[src/rtl/guess_ctrl.sv]
// ---------------------------------------------------------------------------
// guess_ctrl
//
// Round control for the number-guessing game. Sits directly in front of the
// comparator/LED stage. It produces the secret from a free-running LFSR,
// debounces the two board buttons, latches each submitted guess, counts
// attempts and runs the round state machine (IDLE / PLAY / WIN / LOSE).
//
// Ports
//   i_clk          system clock, single domain
//   i_rst_n        asynchronous active-low reset (0 = reset)
//   i_sw_guess     raw guess switches, sampled when a guess press is accepted
//   i_btn_new      raw "new round" button, asynchronous, active-high
//   i_btn_guess    raw "submit guess" button, asynchronous, active-high
//   o_rand         secret for the current round
//   o_data_in      last submitted guess
//   o_count        guesses submitted this round
//   o_guess_valid  one-cycle pulse when o_data_in / o_count update
//   o_state        0 = IDLE, 1 = PLAY, 2 = WIN, 3 = LOSE
//   o_game_over    high in WIN or LOSE
//
// Handshake: there is no backpressure. o_guess_valid is a single-cycle
// strobe that is high in exactly the cycle o_data_in, o_count and o_state
// first show the result of an accepted guess; the consumer must sample it
// on that cycle. All outputs are registered.
// ---------------------------------------------------------------------------
module guess_ctrl #(
  parameter logic [7:0]  LFSR_SEED    = 8'hA5, // must be nonzero
  parameter int unsigned MAX_TRIES    = 7,     // 1..7
  parameter int unsigned DEBOUNCE_CYC = 16     // >= 2
) (
  input  logic       i_clk,
  input  logic       i_rst_n,
  input  logic [7:0] i_sw_guess,
  input  logic       i_btn_new,
  input  logic       i_btn_guess,
  output logic [7:0] o_rand,
  output logic [7:0] o_data_in,
  output logic [2:0] o_count,
  output logic       o_guess_valid,
  output logic [1:0] o_state,
  output logic       o_game_over
);

  typedef enum logic [1:0] {
    S_IDLE = 2'd0,
    S_PLAY = 2'd1,
    S_WIN  = 2'd2,
    S_LOSE = 2'd3
  } state_t;

  localparam int unsigned CW = (DEBOUNCE_CYC > 2) ? $clog2(DEBOUNCE_CYC) : 1;
  // The counter flips the debounced level on the edge where it would reach
  // DEBOUNCE_CYC, so it only ever needs to hold 0..DEBOUNCE_CYC-1.
  localparam logic [CW-1:0] LP_DB_LAST = CW'(DEBOUNCE_CYC - 1);
  localparam logic [2:0]    LP_MAX     = 3'(MAX_TRIES);

  // Button index 0 = new round, 1 = submit guess.
  localparam int unsigned B_NEW   = 0;
  localparam int unsigned B_GUESS = 1;

  // -------------------------------------------------------------------------
  // LFSR: Fibonacci x^8+x^6+x^5+x^4+1, runs every cycle regardless of state.
  // -------------------------------------------------------------------------
  logic [7:0] r_lfsr;
  logic       w_lfsr_fb;

  assign w_lfsr_fb = r_lfsr[7] ^ r_lfsr[5] ^ r_lfsr[4] ^ r_lfsr[3];

  always_ff @(posedge i_clk or negedge i_rst_n) begin
    if (!i_rst_n) begin
      r_lfsr <= LFSR_SEED;
    end else begin
      r_lfsr <= {r_lfsr[6:0], w_lfsr_fb};
    end
  end

  // -------------------------------------------------------------------------
  // Button conditioning: 2-flop synchronizer, debounce counter, and a
  // registered copy of the debounced level for rising-edge detection.
  // -------------------------------------------------------------------------
  logic [1:0]    w_btn_raw;
  logic [1:0]    r_sync1;
  logic [1:0]    r_sync2;
  logic [1:0]    r_deb;
  logic [1:0]    r_deb_q;
  logic [CW-1:0] r_db_cnt [2];
  logic          w_new_ev;
  logic          w_guess_ev;

  assign w_btn_raw = {i_btn_guess, i_btn_new};

  always_ff @(posedge i_clk or negedge i_rst_n) begin
    if (!i_rst_n) begin
      r_sync1 <= '0;
      r_sync2 <= '0;
      r_deb   <= '0;
      r_deb_q <= '0;
      for (int i = 0; i < 2; i++) begin
        r_db_cnt[i] <= '0;
      end
    end else begin
      r_sync1 <= w_btn_raw;
      r_sync2 <= r_sync1;
      r_deb_q <= r_deb;
      for (int i = 0; i < 2; i++) begin
        if (r_sync2[i] == r_deb[i]) begin
          // Any return to the accepted level restarts the stability window.
          r_db_cnt[i] <= '0;
        end else if (r_db_cnt[i] == LP_DB_LAST) begin
          r_deb[i]    <= r_sync2[i];
          r_db_cnt[i] <= '0;
        end else begin
          r_db_cnt[i] <= r_db_cnt[i] + 1'b1;
        end
      end
    end
  end

  // Press events only; release edges are ignored.
  assign w_new_ev   = r_deb[B_NEW]   & ~r_deb_q[B_NEW];
  assign w_guess_ev = r_deb[B_GUESS] & ~r_deb_q[B_GUESS];

  // -------------------------------------------------------------------------
  // Round state machine with registered outputs.
  // -------------------------------------------------------------------------
  state_t     r_state;
  logic [7:0] r_rand;
  logic [7:0] r_data_in;
  logic [2:0] r_count;
  logic       r_guess_valid;
  logic       r_game_over;
  logic [2:0] w_count_inc;

  // Never wraps: PLAY is left once the count reaches MAX_TRIES (<= 7).
  assign w_count_inc = r_count + 3'd1;

  always_ff @(posedge i_clk or negedge i_rst_n) begin
    if (!i_rst_n) begin
      r_state       <= S_IDLE;
      r_rand        <= '0;
      r_data_in     <= '0;
      r_count       <= '0;
      r_guess_valid <= 1'b0;
      r_game_over   <= 1'b0;
    end else begin
      r_guess_valid <= 1'b0;
      if (w_new_ev) begin
        // A new round takes priority; a guess in the same cycle is dropped.
        r_rand      <= r_lfsr;
        r_data_in   <= '0;
        r_count     <= '0;
        r_state     <= S_PLAY;
        r_game_over <= 1'b0;
      end else if (w_guess_ev && (r_state == S_PLAY)) begin
        r_data_in     <= i_sw_guess;
        r_count       <= w_count_inc;
        r_guess_valid <= 1'b1;
        if (i_sw_guess == r_rand) begin
          r_state     <= S_WIN;
          r_game_over <= 1'b1;
        end else if (w_count_inc == LP_MAX) begin
          r_state     <= S_LOSE;
          r_game_over <= 1'b1;
        end
      end
    end
  end

  assign o_rand        = r_rand;
  assign o_data_in     = r_data_in;
  assign o_count       = r_count;
  assign o_guess_valid = r_guess_valid;
  assign o_state       = r_state;
  assign o_game_over   = r_game_over;

endmodule

[config.mk]
export PLATFORM = sky130hd
export DESIGN_NAME = guess_ctrl
export DESIGN_NICKNAME = d
export VERILOG_FILES = /design/src/rtl/guess_ctrl.sv
export SDC_FILE = /design/constraint.sdc
export NUM_CORES = 1
export LEC_CHECK = 0
export ABC_AREA = 1
export BUFFER_PORTS_ARGS = -buffer_cell sky130_fd_sc_hd__buf_2
export CAP_MARGIN = 15
export CORE_MARGIN = 2
export CORE_UTILIZATION = 45
export CTS_BUF_LIST = sky130_fd_sc_hd__clkbuf_16
export CTS_CLUSTER_SIZE = 20
export DETAILED_ROUTE_END_ITERATION = 8
export PLACE_DENSITY = 0.78
export SETUP_SLACK_MARGIN = 0.2
export SLEW_MARGIN = 5
export SYNTH_ARGS = -nofsm -noshare
export SYNTH_HDL_FRONTEND = slang
export SYNTH_SLANG_ARGS = --single-unit
[constraint.sdc]
create_clock -name i_clk -period 2.3 [get_ports i_clk]
set_input_delay 0.345 -clock i_clk [delete_from_list [all_inputs] [get_ports i_clk]]
set_output_delay 0.345 -clock i_clk [all_outputs]
set_load 0.005 [all_outputs]
==> out/results.txt <==
status: finished, final reports clean
total number of vias: 1280
Final Max Tran Viols: 0
Hold Crit Class: input pin to async pin
routed length per instance: 12.0 um
most frequent cell after synthesis: nand2_1
cts hold-fix bufs: 0
CP required: 2470 ps
Reg power frac: 0.537
Die Ht: 68.6 um
Synthesized Nets: 198
number of global-route vias before repair: 1223
slew margin rel.: 0.706
DR top layer: met4
# rows: 23
DRC: 0
WL final: 3250 um
Initial Utilization: 0.470
largest net degree at the start of global routing: 21
CP delay by family, top: flip-flops
setup violators final: 0
Yosys top cell by area: dfrtp_1
fin nets: 237
register bit count reported by yosys: 46
measured slew at the worst slew-check pin: 441 ps
switching power total: 0.315 mW
Post-synth EDFFs: 0
worst clock skew: 3.47 ps
post-CTS setup buffers: 0
Placeable Area: 4000 um^2
Port-buffer cells: 34
crit end category: flop
Netlist cell types: 21
clock share of power: 0.414
DRT Pass-1 Iters: 4
clk buf depth: 2
Synth area leaders: dfrtp_1, nand2_1, dfstp_2, xnor2_1, nand3_1
Synth top cells by count: nand2_1, dfrtp_1, nand3_1
RD Place Congestion: 0.747
CP peak stage delay: 400 ps
Seq/Total Area, Yosys: 0.615
total clock sinks: 46
GRT Overall Usage: 0.168
DP Wirelength: 2480 um
CTS tree: done
Crit Path Class: flop to flop
Die Area: 4710 um^2
1st-iter DRT viols: 91
cell internal pwr: 1.25 mW
P per Cell Area: 699 nW/um^2
setup TNS: 0 ps
Root Buffer: clkbuf_16
worst skew pair latency: 280 ps
max_cap viols: 0
crit path buf inv count: 1
Sw Ratio: 0.201
global-route wire length before repair: 5750 um
clk slew on worst S/H paths: 60 ps
syn_area_per_cell: 10.3 um^2
n_diodes: 0
Worst setup SP type: flop
PostCTS Resize Cnt: 0
Arrival @ worst endpoint: 1510 ps
share of cells above drive strength 1: 0.284
combinational share of power: 0.049
CTS Buf Count: 5
initial antenna violation count: 0
Post-synth ARST share: 1.00
Synth top area share: 0.559
metal3 WL: 132 um
crit share post-route: 0.582
prevailing post-synth register cell: dfrtp_1
CTS H-tree lvls: 2
Synth Cell Area: 1880 um^2
Cell Chain, Critical Path: ha_1 -> xor2_1 -> nand2_1 -> nand2_2 -> inv_2 -> nand2_2 -> nand2_2 -> nand2_1 -> nand2_1
M1 WL: 1520 um
Leak: 1.17 nW
Routed Antenna Nets: 0
Area Growth Syn to Fin: 19.1%
Ports: 35
Tmin final: 1340 ps
Critical-path top delay cell: dfrtp_1
gr ovfl total: 0
hold violation total from the final report: 0
maximum VDD drop: 0.000531 V
die width: 68.6 um
metal2 WL: 1590 um
crit path max fanout: 3
fmax: 747 MHz
Vias/cell: 4.71
total power: 1.57 mW
YS warnings: 0
RSZ-0062 raised after global routing: false
cells after synthesis: 182
-- cells in the final DEF, fill, tap and decap left out --
cell       count
a21oi_1        1
buf_2         34
buf_4          2
clkbuf_16      5
dfrtp_1       42
dfstp_2        4
ha_1           4
inv_1         11
inv_2          6
inv_4          1
mux2_2         1
nand2_1       54
nand2_2        3
nand3_1       16
nand3_2        1
nor2_1        12
nor2_4         1
nor2_8         1
o21ai_0        4
o21ai_2        4
xnor2_1       11
xor2_1         4
-- cell type report --
cell class | instances | area [um^2]
Multi-Input combinational cell | 117 | 641
Clock buffer | 5 | 125
Sequential cell | 46 | 1160
Clock inverter | 3 | 11.3
Inverter | 15 | 58.8
Fill cell | 368 | 1760
Tap cell | 50 | 62.6
Timing Repair Buffer | 36 | 185
-- final timing paths --
kind | end | start | cells after the start | slack (ps)
setup reg to reg | o_state[1] | o_count[0] | 9 | 960
max in group asynchronous | r_lfsr[7] | i_rst_n | 2 | 1690
hold reg to reg | r_sync2[0] | r_sync1[0] | 0 | 350
hold / removal | r_db_cnt[4] | i_rst_n | 1 | 9
setup / recovery | o_state[1] | o_count[0] | 9 | 960
min in group i_clk | r_sync1[1] | i_btn_guess | 1 | 170
-- kinds of logic after synthesis --
family	count (synthesis)	synth area share
and+or+nand+nor	88	0.206
DFF	46	0.615
buffers and inverters	19	0.0446
xor gates and xnor gates	15	0.0699
AOI/OAI and AO/OA	9	0.0319
adders and majority gates	4	0.0266
muxes	1	0.00599
-- through the flow --
step / util / instances / hold slack, ps / worst slack [ps] / area [um^2]
finish: 0.560 / 272 / 8.82 / 961 / 2240
global route: 0.560 / 272 / 40.1 / 799 / 2240
CTS: 0.560 / 272 / 23.4 / 949 / 2240
detailed placement: 0.526 / 264 / 317 / 960 / 2100
global placement: 0.526 / 264 / 309 / 1000 / 2100
floorplan: - / 182 / 49.4 / 1050 / 1880
-- state kept, by name (all words and copies together) (netlist names) --
register       flops
r_deb              2
r_db_cnt           8
o_rand             8
o_state            2
r_lfsr             8
o_count            3
r_sync1            2
o_guess_valid      1
r_deb_q            2
r_sync2            2
o_data_in          8
-- worst register-to-register path: cells and delay by family, from the launching register on --
family | cells | cell delay, ps
flip-flops | 1 | 400
XOR/XNOR | 1 | 190
buffers and inverters | 1 | 30
AND/OR/NAND/NOR | 6 | 380
adder cells (fa/ha/maj) | 1 | 220
-- power groups by stage --
stage | registers [mW] | logic [mW] | clock network [mW]
final | 0.841 | 0.0772 | 0.648
after detailed placement | 0.855 | 0.0796 | 0
after global routing | 0.843 | 0.0918 | 0.696
after floorplan | 0.853 | 0.0351 | 0
after global placement | 0.854 | 0.0781 | 0
after CTS | 0.841 | 0.0801 | 0.665
-- routing by layer --
metal	global-route usage	up-vias
li1	-	650
met1	0.230	604
met2	0.262	24
met3	0.0455	2
met4	0.0525	0
met5	0	-
Note: power is estimated with default switching activity, not from simulation.
